File: config.mk
export PLATFORM = sky130hd
export DESIGN_NAME = uart_tx_arbiter
export DESIGN_NICKNAME = d
export VERILOG_FILES = /design/src/rtl/uart_pkg.sv /design/src/rtl/uart_rr_pick.sv /design/src/rtl/uart_tx_arbiter.sv
export SDC_FILE = /design/constraint.sdc
export NUM_CORES = 1
export LEC_CHECK = 0
export BUFFER_PORTS_ARGS = -buffer_cell sky130_fd_sc_hd__buf_4
export CAP_MARGIN = 20
export CORE_AREA = 2 2 60 62
export CTS_BUF_LIST = sky130_fd_sc_hd__clkbuf_16
export DETAILED_ROUTE_END_ITERATION = 7
export DIE_AREA = 0 0 62 64
export PLACE_DENSITY = 0.78
export SETUP_SLACK_MARGIN = 0.3
export SLEW_MARGIN = 5
export SYNTH_ARGS = -nofsm -noshare
export SYNTH_HDL_FRONTEND = slang
export SYNTH_SLANG_ARGS = --single-unit
export TNS_END_PERCENT = 1
File: constraint.sdc
create_clock -name CLOCK_50 -period 2.3 [get_ports CLOCK_50]
set_clock_uncertainty 0.1 [all_clocks]
set_input_delay 0.115 -clock CLOCK_50 [delete_from_list [all_inputs] [get_ports CLOCK_50]]
set_output_delay 0.115 -clock CLOCK_50 [all_outputs]
set_load 0.1 [all_outputs]
File: src/rtl/uart_pkg.sv
// Shared UART arbiter definitions: FSM states, default widths and clocking constants.
// No logic; constants and types only.
// Imported by the arbiter top and its round-robin picker.
package uart_pkg;

  // Arbiter FSM states
  typedef enum logic [1:0] {
    IDLE      = 2'd0,
    LAUNCH    = 2'd1,
    WAIT_BUSY = 2'd2,
    WAIT_DONE = 2'd3
  } arb_state_t;

  localparam int DW_DEFAULT = 8;
  localparam int UART_BAUD  = 115200;
  localparam int CLK_HZ     = 50000000;
  localparam int GID_W      = 3;

endpackage

File: src/rtl/uart_rr_pick.sv
// Round-robin picker: first valid requester after ptr, scanning ptr+1, ptr+2, ... modulo N_REQ.
// Latency: purely combinational.
// Backpressure: none; the caller decides whether the pick is taken.
module uart_rr_pick
  import uart_pkg::*;
#(
  parameter int N_REQ = 4
) (
  input  logic [N_REQ-1:0] valid,
  input  logic [GID_W-1:0] ptr,
  output logic [GID_W-1:0] winner,
  output logic             any_valid
);

  logic [7:0]       valid_ext;
  logic [GID_W-1:0] idx;

  assign valid_ext = 8'(valid);

  // Scan from the farthest candidate down to the nearest so the nearest valid one wins
  always_comb begin
    winner    = '0;
    any_valid = 1'b0;
    idx       = '0;
    for (int k = N_REQ; k >= 1; k--) begin
      idx = GID_W'((int'(ptr) + k) % N_REQ);
      if (valid_ext[idx]) begin
        winner    = idx;
        any_valid = 1'b1;
      end
    end
  end

endmodule

File: src/rtl/uart_tx_arbiter.sv
// Round-robin share of one 8N1 UART transmitter among N_REQ byte sources (UART_ARB_BURST_EN adds locked bursts).
// Latency: tx_start rises 1 cycle after the accept edge; at least one IDLE cycle between bytes.
// Backpressure: req_ready only for the winner, only in IDLE with the transmitter idle; timeout drops the byte.
module uart_tx_arbiter
  import uart_pkg::*;
#(
  parameter int N_REQ   = 4,
  parameter int DW      = DW_DEFAULT,
  parameter int TIMEOUT = 1024
) (
  input  logic                CLOCK_50,
  input  logic                KEY,
  input  logic [N_REQ-1:0]    req_valid,
  input  logic [N_REQ*DW-1:0] req_data,
`ifdef UART_ARB_BURST_EN
  input  logic [N_REQ-1:0]    req_lock,
`endif
  output logic [N_REQ-1:0]    req_ready,
  output logic [DW-1:0]       tx_data,
  output logic                tx_start,
  input  logic                tx_busy,
  output logic [GID_W-1:0]    grant_id,
  output logic                arb_busy,
  output logic                tx_err
);

  localparam int CW = $clog2(TIMEOUT);

  arb_state_t       state_q, state_d;
  logic [GID_W-1:0] rr_ptr;
  logic [GID_W-1:0] pick_w;
  logic [GID_W-1:0] sel_w;
  logic             any_valid;
  logic             hs;
  logic             timeout_hit;
  logic [CW-1:0]    to_cnt;
  logic [DW-1:0]    data_arr [8];

  uart_rr_pick #(.N_REQ(N_REQ)) u_pick (
    .valid     (req_valid),
    .ptr       (rr_ptr),
    .winner    (pick_w),
    .any_valid (any_valid)
  );

  // Unpack the flat data bus into per-requester bytes
  always_comb begin
    data_arr = '{default: '0};
    for (int i = 0; i < N_REQ; i++) begin
      data_arr[i] = req_data[i*DW +: DW];
    end
  end

`ifdef UART_ARB_BURST_EN
  logic [7:0] valid_ext;
  logic [7:0] lock_ext;
  logic       lock_hold;
  logic       forced;
  logic [3:0] burst_cnt;

  assign valid_ext = 8'(req_valid);
  assign lock_ext  = 8'(req_lock);
  assign forced    = lock_hold && valid_ext[grant_id];
  assign sel_w     = forced ? grant_id : pick_w;

  // Burst bookkeeping: keep the grant while locked, up to 16 contiguous bytes
  always_ff @(posedge CLOCK_50 or negedge KEY) begin
    if (!KEY) begin
      lock_hold <= 1'b0;
      burst_cnt <= 4'd0;
    end else if (hs) begin
      lock_hold <= 1'b0;
      burst_cnt <= forced ? burst_cnt + 4'd1 : 4'd0;
    end else if (state_q == WAIT_DONE && !tx_busy) begin
      lock_hold <= lock_ext[grant_id] && (burst_cnt != 4'hF);
    end
  end
`else
  assign sel_w = pick_w;
`endif

  // FSM state register
  always_ff @(posedge CLOCK_50 or negedge KEY) begin
    if (!KEY) state_q <= IDLE;
    else      state_q <= state_d;
  end

  // FSM next state and handshake/start outputs
  always_comb begin
    state_d     = state_q;
    hs          = 1'b0;
    timeout_hit = 1'b0;
    req_ready   = '0;
    tx_start    = 1'b0;
    arb_busy    = 1'b1;
    case (state_q)
      IDLE: begin
        arb_busy = 1'b0;
        if (KEY && !tx_busy && any_valid) begin
          req_ready = N_REQ'(1) << sel_w;
          hs        = 1'b1;
          state_d   = LAUNCH;
        end
      end
      LAUNCH: begin
        tx_start = 1'b1;
        state_d  = WAIT_BUSY;
      end
      WAIT_BUSY: begin
        if (tx_busy) begin
          state_d = WAIT_DONE;
        end else if (to_cnt == CW'(TIMEOUT - 2)) begin
          timeout_hit = 1'b1;
          state_d     = IDLE;
        end
      end
      WAIT_DONE: begin
        if (!tx_busy) state_d = IDLE;
      end
      default: state_d = IDLE;
    endcase
  end

  // Capture the accepted byte and advance the round-robin pointer
  always_ff @(posedge CLOCK_50 or negedge KEY) begin
    if (!KEY) begin
      tx_data  <= '0;
      grant_id <= '0;
      rr_ptr   <= GID_W'(N_REQ - 1);
    end else if (hs) begin
      tx_data  <= data_arr[sel_w];
      grant_id <= sel_w;
      rr_ptr   <= sel_w;
    end
  end

  // Start-to-busy watchdog counter, saturating at TIMEOUT-1
  always_ff @(posedge CLOCK_50 or negedge KEY) begin
    if (!KEY) begin
      to_cnt <= '0;
    end else if (state_q == LAUNCH) begin
      to_cnt <= '0;
    end else if (state_q == WAIT_BUSY && !tx_busy && to_cnt != CW'(TIMEOUT - 1)) begin
      to_cnt <= to_cnt + 1'b1;
    end
  end

  // Sticky timeout flag
  always_ff @(posedge CLOCK_50 or negedge KEY) begin
    if (!KEY)             tx_err <= 1'b0;
    else if (timeout_hit) tx_err <= 1'b1;
  end

endmodule

Word-level counts from Yosys, hierarchy flattened
Index checks and enable logic that the tools add are counted.

operators by class
  $add $sub $neg = 5
  magnitude comparators = 5
  eq/ne operators = 8
  shift-type cells = 1
  multiplexer cells = 35
  bitwise operators = 5
  reduce and logical (&&, ||, !) cells = 12

operator list
  kind                                                       number
  binary-select mux 8 bit (select 3 bit)                     1
  2-to-1 mux 10 bit                                          2
  < comparator 3 x 4 -> 1 bit (second input constant)        4
  2-to-1 mux 8 bit                                           2
  2-to-1 mux 1 bit                                           15
  binary-select mux 1 bit (select 3 bit)                     4
  2-to-1 mux 3 bit                                           4
  adder 10 x 1 -> 10 bit (second input constant)             1
  equality test 10 bit (second input constant)               1
  != test 10 bit (second input constant)                     1
  2-to-1 mux 2 bit                                           4
  2-to-1 mux 4 bit                                           2
  case mux 2 bit (4 select lines)                            1
  OR reduction 2 bit                                         4
  adder 2 x 1 -> 2 bit (second input constant)               2
  adder 2 bit (second input constant)                        2
  AND 1 bit (first input constant)                           4
  equality test 2 bit (second input constant)                2
  greater-or-equal comparator 4 bit (second input constant)  1
  logical AND 1 bit                                          4
  != test 2 bit (second input constant)                      2
  NOT 3 -> 4 bit                                             1
  << shifter 1 x 3 -> 4 bit (first input constant)           1
  != test 3 bit (second input constant)                      1
  5 further kinds                                            5

storage, ports and cells
  register bits after elaboration = 26
  bits of input ports = 39
  output and inout port bits = 18
  logic and storage cells = 77

Depth between registers and ports, before layout
Gate-level depths: netlist of run 1.

  word-level depth = 13
  depth in mapped cells = 7
  depth with buffers taken out = 6

By module
Synthesis of run 1 repeated with hierarchy kept, for this count alone.

second synthesis, totals
  cells, all modules = 131
  area, all modules = 1,549.0 um^2

modules (own cells, without submodules)
  module           instances  cells an instance  area each (um^2)  sequential area each (um^2)
  uart_tx_arbiter  1          115                1,446.4           653.1
  uart_rr_pick     1          16                 102.6             0.0

Least setup slack after synthesis of run 1
OpenSTA, ideal clock, no wires.

  kind = flip-flop to output port
  start = register rr_ptr[1]
  end = output port req_ready[1]
  arrival time = 2.592 ns
  required time = 2.085 ns
  setup slack = -0.507 ns
  cell stages (with the launch flop) = 5
  buffers on the path = 0
  cell sequence = dfstp_2 > o21ai_0 > or2_1 > a21oi_1 > nor2b_1

on the way
  cells in the longest elaborated chain, start to end = 12
  elaborated cells between the ends (all ways) = 32
  classes of those cells = add/sub: 4; shift: 1; mux: 18; bitwise: 4; reduce/logical: 5

RTL lines
  what                                                               line                                           text
  start: declaration                                                 uart_tx_arbiter.sv:30                          logic [GID_W-1:0] rr_ptr;
  start signal: assignment                                           uart_tx_arbiter.sv:129                         rr_ptr <= GID_W'(N_REQ - 1);
  start signal: assignment                                           uart_tx_arbiter.sv:133                         rr_ptr <= sel_w;
  adder 2 x 1 -> 2 bit                                               uart_rr_pick.sv:26                             idx = GID_W'((int'(ptr) + k) % N_REQ);
  OR reduction 2 bit (no source line)                                --
  AND 1 bit (no source line)                                         --
  binary-select mux 1 bit (select 3 bit)                             uart_rr_pick.sv:27                             if (valid_ext[idx]) begin
  2-to-1 mux 1 bit (not written as such)                             uart_rr_pick.sv:27
  2-to-1 mux 3 bit or 2-to-1 mux 1 bit (tied branches) (4 in a row)  uart_rr_pick.sv:27
  << shifter 1 x 3 -> 4 bit or logical AND 1 bit (tied branches)     uart_tx_arbiter.sv:100, uart_tx_arbiter.sv:99
  2-to-1 mux 4 bit *                                                 uart_tx_arbiter.sv:99                          if (KEY && !tx_busy && any_valid) begin
  2-to-1 mux 4 bit *                                                 uart_tx_arbiter.sv:96                          case (state_q)
  end: declaration                                                   uart_tx_arbiter.sv:18                          output logic [N_REQ-1:0] req_ready,

Mark *: on every way between the ends. The rest lies on a longest branch, timed or not. The select of a mux whose other input is x is not followed.

Worst setup path after layout of run 1
Ends and elaborated chain as after synthesis.

==> impl_metrics.py, run 1 <==
metrics = {
    "status": {
        "outcome": "completed",
    },
    "cts": {
        "tritoncts": "built",
        "tritoncts.num_buffers": 3,
        "clock-root-buffer": "clkbuf_16",
        "clk_pin_slew_worst_paths_ps": 70,
        "clk_latency_ps": 260,
        "tritoncts_num_sinks": 25,
        "cts-htree-levels": 1,
        "clockBufferDepth": 2,
    },
    "detailed_routing": {
        "dr_total_vias": 1589,
        "wl_per_cell_um": 16.31,
        "drt-pass1-iter-count": 4,
        "dr.first_iter.drc_count": 83,
        "antenna_nets_post_route": 0,
        "detail_route.vias_per_cell": 5.517,
        "drc": 0,
        "routed_wl_mm": 4.696,
    },
    "setup_path": {
        "cp_data_required_time_ps": 2090,
        "worst-setup-path-type": "reg -> out",
        "critPathMaxStageDelay_ps": 590,
        "cp_top_family": "flip-flops",
        "critical_path_peak_fanout": 5,
        "worstSetupStartpointType": "flop",
        "worst_reg2reg_endpoint": "tx_data[0]$_DFFE_PN0P_",
        "end_kind": "output port",
        "r2r_cells": 8,
        "crit_chain": "o21ai_2 > or2_1 > a21oi_2 > buf_4 > nor2b_4 > buf_12",
        "critical_path.slowest_cell": "dfstp_2",
        "worst-endpoint-arrival_ps": 1810,
        "cp.buffers_inverters": 2,
        "r2r_setup_slack_ps": 340,
        "worstReg2RegStart": "rr_ptr[0]$_DFFE_PN1P_",
    },
    "finish": {
        "post-route-util": 0.7310,
        "antenna-diode-count": 0,
        "fillers": 223,
        "area_delta_synth_final_pct": 51.10,
        "final_net_count": 284,
        "multi_input_comb_area_um2": 957.2,
        "seqCellArea_um2": 628.1,
        "drive_gt1_frac": 0.4421,
        "final_cell_area_um2": 2401,
    },
    "logic_synthesis": {
        "synthSimpleGateAreaFrac": 0.2488,
        "post_synthesis_cell_area_um2": 1589,
        "synth_commonest_cells": "dfrtp_1 (23), nand2_1 (20), and4_1 (10), mux2i_1 (10)",
        "synth_compound_gate_area_share": 0.2000,
        "synth_top_family_by_area": "simple AND/OR/NAND/NOR gates",
        "netlist-cell-type-count": 45,
        "most_frequent_cell_after_synthesis": "dfrtp_1",
        "synth_mux_area_frac": 0.07717,
        "synth.yosys.warnings": 0,
        "synth_sequential_area_ratio": 0.3953,
        "synth-adder-area-share": 0.01575,
        "synthFlopType": "dfrtp_1",
        "synth_nets": 204,
        "synth.area.top_cells": "dfrtp_1 (36%), mux2i_1 (6.3%), and4_1 (5.5%)",
        "number_of_synthesized_flops_with_an_enable_pin": 0,
        "synth_seq_cells": 25,
        "syn-mean-instance-area_um2": 9.749,
        "share_of_synthesized_registers_carrying_an_async_set_or_reset": 1.000,
        "post_synth_inst_count": 163,
        "post_synth_xor_area_fraction": 0.02205,
        "cell_taking_the_most_area_after_synthesis": "dfrtp_1",
        "synth_top_cell_area_share": 0.3622,
    },
    "die": {
        "die_width_um": 62,
        "rows": 21,
        "die-area_um2": 3968,
        "design.portCount": 57,
        "floorplan.initialDensity": 0.4838,
        "core_area_um2": 3284,
        "floorplan.die.height_um": 64,
    },
    "timing": {
        "hold_violations_final": 0,
        "fin_crit_ps": 2029,
        "setup-violations-final": 0,
        "fin_crit_sh": 0.8822,
        "fin_setup_tns_ps": 0,
        "worst_pin_slew_ps": 555.9,
        "slew_headroom": 0.6255,
        "whs_ps": 57.63,
        "fmax_mhz": 492.9,
        "grt_setup_unrepaired": "true",
        "final_worst_slack_ps": 271.0,
        "report.final.slew_viol_count": 0,
    },
    "power_and_ir_drop": {
        "power.density_cell_area_nw_per_um2": 1210,
        "share_clk_of_total_power": 0.133,
        "share_seq_of_total_power": 0.247,
        "p_leak_nw": 1.176,
        "switchingPower_mw": 1.477,
        "internal_power_mw": 1.429,
        "vdd.ir_drop.worst_mv": 0.6053,
        "power.share.combinational": 0.620,
        "switching_share_of_power": 0.5082,
    },
    "placed_design": {
        "dpl.hpwl_mm": 3.184,
        "placed_cell_area_um2": 2090,
        "gp_congestion": 0.8758,
        "buffer_ports.inserted": 55,
        "place_ws_ps": 240.2,
    },
    "min_path": {
        "whs_endpoint": "state_q[0]$_DFFE_PN0P_",
        "hold_depth": 3,
        "hold_path.startpoint": "tx_busy",
        "hold_path.class": "in -> reg",
    },
    "global_routing": {
        "grt_usage": 0.2387,
        "grt_first_pass_wirelength_mm": 7.176,
        "grt_pass1_vias": 1615,
        "grt_max_degree": 26,
        "initial_antenna_violation_count": 0,
        "grt_remaining_overflow": 0,
    },
    "job": {
        "maxCapViolCount": 0,
    },
}
state kept, by name (all words and copies together), names as in the netlist:
name	count
grant_id	2
to_cnt	10
rr_ptr	2
state_q	2
tx_data	8
tx_err	1
timing repair:
item                                   4_1_cts  5_1_grt
gates resized for setup                     16        5
endpoints found under the hold margin       23        0
setup endpoints to repair                    5        5
hold buffers                                 1        0
buffers inserted                             9       10
pin swaps                                    7        4
gates cloned                                 0        0
tightest hold or removal path: stages:
cell	delay, ps
buf_4	110
nand2_1	80
nand2_1	80
routing by layer:
layer / up-vias / routed length, um / global-route usage
met5: - / 0 / 0
met4: 0 / 119 / 0.1011
met1: 758 / 1865 / 0.2779
met2: 62 / 2522 / 0.4141
li1: 759 / - / -
met3: 10 / 189 / 0.03846
through the flow:
stage          power, mW  instances
6_report           2.906        288
5_1_grt            3.050        288
4_1_cts            2.799        278
3_5_place_dp       2.292        264
3_3_place_gp       2.248        264
2_1_floorplan      1.924        163
layout by cell type (no fill, tap or decap), drive strengths merged, types with 2 or more instances in the layout:
| cell type | count |
|---|---|
| dfstp | 2 |
| nor2b | 4 |
| buf | 80 |
| clkbuf | 3 |
| o21a | 2 |
| o211ai | 8 |
| mux2 | 2 |
| nand4 | 3 |
| or2 | 2 |
| nand3b | 2 |
| and3 | 3 |
| o21ai | 14 |
| nor2 | 9 |
| and4 | 10 |
| nand2b | 2 |
| inv | 5 |
| xor2 | 3 |
| mux2i | 10 |
| dfrtp | 23 |
| a21oi | 3 |
| o31a | 8 |
| ha | 2 |
| nand3 | 7 |
| and2 | 2 |
| nand2 | 20 |
area by class of cell:
cell class / instances / area share
Clock buffer: 3 / 0.03127
Clock inverter: 1 / 0.001563
Inverter: 4 / 0.006253
Multi-Input combinational cell: 128 / 0.3986
Sequential cell: 25 / 0.2616
Tap cell: 46 / 0.02397
Timing Repair Buffer: 81 / 0.2767
cells by family (layout without fill, tap and decap cells):
family	count (synthesis)	after routing
and+or+nand+nor	68	68
AOI/OAI and AO/OA	41	41
DFF	25	25
muxes	12	12
buffers and inverters	10	89
xor gates and xnor gates	4	4
adders and majority gates	2	2
other	1	1
worst max path at each step:
stage	to	from	cells after the start	slack, ps
floorplan	req_ready[3]	state_q[0]$_DFFE_PN0P_	5	90
global placement	req_ready[0]	rr_ptr[0]$_DFFE_PN1P_	6	290
detailed placement	req_ready[0]	rr_ptr[0]$_DFFE_PN1P_	6	240
CTS	req_ready[0]	rr_ptr[0]$_DFFE_PN1P_	6	300
global route	req_ready[1]	rr_ptr[0]$_DFFE_PN1P_	7	220
finish	req_ready[1]	rr_ptr[1]$_DFFE_PN1P_	6	270
power groups by stage:
| stage | Combinational (mW) | Clock, mW | Sequential (mW) |
|---|---|---|---|
| final | 1.80 | 0.387 | 0.719 |
| after global routing | 1.89 | 0.422 | 0.735 |
| after CTS | 1.70 | 0.386 | 0.711 |
| after detailed placement | 1.57 | 0 | 0.719 |
| after global placement | 1.54 | 0 | 0.709 |
| after floorplan | 0.649 | 0 | 1.27 |
No activity file was read; power rests on OpenSTA's default activity.
==> inputs of run 2 (changes only) <==
CORE_AREA = 2 2 63 65   (was 2 2 60 62)
DIE_AREA = 0 0 65 67   (was 0 0 62 64)
PLACE_DENSITY = 0.74   (was 0.78)
clock period = 1.65 ns   (was 2.3 ns; I/O delays follow)
==> run 2 against run 1 <==
The flow now finishes with violations (setup timing). Non-clock buffer count up 19. Sequential cell count unchanged. Power up 52%. Via count up 3.5%. First-iteration DRC count up 6.0%. Hold slack worse by 34 ps. Setup slack worse by 570 ps.
==> impl_metrics.py, run 2 (synthesis results as in run 1) <==
metrics = {
    "setup_path": {
        "critical_path_peak_fanout": 6,
        "crit_chain": "o21ai_1 > or2_1 > a21oi_4 > nor2b_4 > buf_12",
        "worst-setup-path-type": "reg -> out",
        "cp_top_family": "flip-flops",
        "critPathMaxStageDelay_ps": 600,
        "end_kind": "output port",
        "cp_data_required_time_ps": 1470,
        "worst-endpoint-arrival_ps": 1770,
        "r2r_cells": 7,
        "worstReg2RegStart": "rr_ptr[0]$_DFFE_PN1P_",
        "worstSetupStartpointType": "flop",
        "r2r_setup_slack_ps": -210,
        "cp.buffers_inverters": 1,
        "critical_path.slowest_cell": "dfstp_2",
        "worst_reg2reg_endpoint": "tx_data[4]$_DFFE_PN0P_",
    },
    "timing": {
        "fin_crit_sh": 1.184,
        "whs_ps": 24.06,
        "hold_violations_final": 0,
        "fin_setup_tns_ps": -2574,
        "fmax_mhz": 511.9,
        "slew_headroom": 0.6146,
        "final_worst_slack_ps": -303.3,
        "grt_setup_unrepaired": "true",
        "setup-violations-final": 13,
        "fin_crit_ps": 1953,
        "worst_pin_slew_ps": 572.1,
        "report.final.slew_viol_count": 0,
    },
    "min_path": {
        "whs_endpoint": "tx_data[0]$_DFFE_PN0P_",
        "hold_depth": 3,
        "hold_path.class": "in -> reg",
        "hold_path.startpoint": "req_data[16]",
    },
    "die": {
        "rows": 22,
        "floorplan.initialDensity": 0.4407,
        "die_width_um": 65,
        "design.portCount": 57,
        "floorplan.die.height_um": 67,
        "core_area_um2": 3606,
        "die-area_um2": 4355,
    },
    "global_routing": {
        "grt_pass1_vias": 1661,
        "grt_usage": 0.2344,
        "grt_first_pass_wirelength_mm": 7.838,
        "grt_max_degree": 26,
        "grt_remaining_overflow": 0,
        "initial_antenna_violation_count": 0,
    },
    "placed_design": {
        "gp_congestion": 0.8382,
        "dpl.hpwl_mm": 3.241,
        "placed_cell_area_um2": 2313,
        "buffer_ports.inserted": 55,
    },
    "cts": {
        "tritoncts_num_sinks": 25,
        "cts-htree-levels": 1,
        "clk_latency_ps": 260,
        "tritoncts": "built",
        "clockBufferDepth": 2,
        "clock-root-buffer": "clkbuf_16",
        "clk_pin_slew_worst_paths_ps": 60,
        "tritoncts.num_buffers": 3,
    },
    "finish": {
        "most_flops_register": "to_cnt",
        "layout_top_registers": "to_cnt: 10 flops, tx_data: 8 flops",
        "area_delta_synth_final_pct": 74.80,
        "antenna-diode-count": 0,
        "final_net_count": 303,
        "largest_register_ff_count": 10,
        "final_cell_area_um2": 2778,
        "most_frequent_cells_in_the_layout": "buf_4 (81), dfrtp_1 (23), nand2_1 (18), buf_6 (9)",
        "layout.cells.most_common": "buf_4",
        "drive_gt1_frac": 0.5785,
    },
    "power_and_ir_drop": {
        "p_leak_nw": 1.289,
        "vdd.ir_drop.worst_mv": 0.7398,
        "power.density_cell_area_nw_per_um2": 1592,
    },
    "detailed_routing": {
        "dr_total_vias": 1645,
        "wl_per_cell_um": 16.14,
        "drt-pass1-iter-count": 4,
        "antenna_nets_post_route": 0,
        "dr.first_iter.drc_count": 88,
        "routed_wl_mm": 4.987,
        "detail_route.vias_per_cell": 5.324,
        "drc": 0,
    },
    "status": {
        "outcome": "finished, violations left",
        "violated_checks": "setup timing",
    },
    "job": {
        "maxCapViolCount": 0,
    },
}
[run 2: cell count changes in the layout (fill, tap and decap cells not counted), sizes merged]
cell and delta:
buf +18, dlygate4sd3 +1
[run 2: timing repair]
action                                  4_1_cts  5_1_grt
pin swaps                                    27       19
hold buffers                                  2        0
endpoints found under the hold margin        24        0
endpoints found under the setup margin       29       30
gates resized for setup                      53       22
buffers inserted                              8        3
[run 2: worst max path at each step]
stage                     cells past startpoint                  start                     end
after floorplan                               7  rr_ptr[0]$_DFFE_PN1P_            req_ready[2]
after global placement                        7           req_valid[1]  tx_data[4]$_DFFE_PN0P_
after detailed placement                      6  rr_ptr[0]$_DFFE_PN1P_  tx_data[4]$_DFFE_PN0P_
after CTS                                     6  rr_ptr[0]$_DFFE_PN1P_            req_ready[0]
after global routing                          5  rr_ptr[1]$_DFFE_PN1P_            req_ready[1]
final                                         5  rr_ptr[1]$_DFFE_PN1P_            req_ready[1]
[run 2: final cells by class]
class / instances / area [um2]
Fill cell: 238 / 828.3
Inverter: 4 / 17.52
Clock buffer: 3 / 75.07
Clock inverter: 1 / 3.754
Multi-Input combinational cell: 128 / 1109
Tap cell: 48 / 60.06
Sequential cell: 25 / 628.1
Timing Repair Buffer: 100 / 884.6
[run 2: power by group]
| group | switching, mW | internal, mW |
|---|---|---|
| sequential | 0.156 | 0.825 |
| combinational | 1.81 | 1.10 |
| clock | 0.212 | 0.324 |
[run 2: per-stage QoR]
step           power [mW]  setup slack [ps]  utilization  instances
6_report            4.423            -303.3       0.7703        309
5_1_grt             4.623            -375.6       0.7703        309
4_1_cts             4.297            -350.1       0.7450        306
3_5_place_dp        3.446            -216.6       0.6416        292
3_3_place_gp        3.421            -222.6       0.6416        292
2_1_floorplan       2.721            -299.4            -        163
[run 2: worst reg2reg max path: stages, from the launching register on]
cell and delay (ps):
dfstp_2 560, nor2b_4 50, o21a_4 220, buf_4 140
buf_12 120, o31a_1 270, o21ai_1 180, o211ai_2 100
[run 2: metal layers]
layer / global-route usage / part of all wire
met3: 0.02027 / 0.034
met1: 0.3061 / 0.43
met2: 0.4098 / 0.53
met5: 0 / 0
met4: 0.07447 / 0.0088
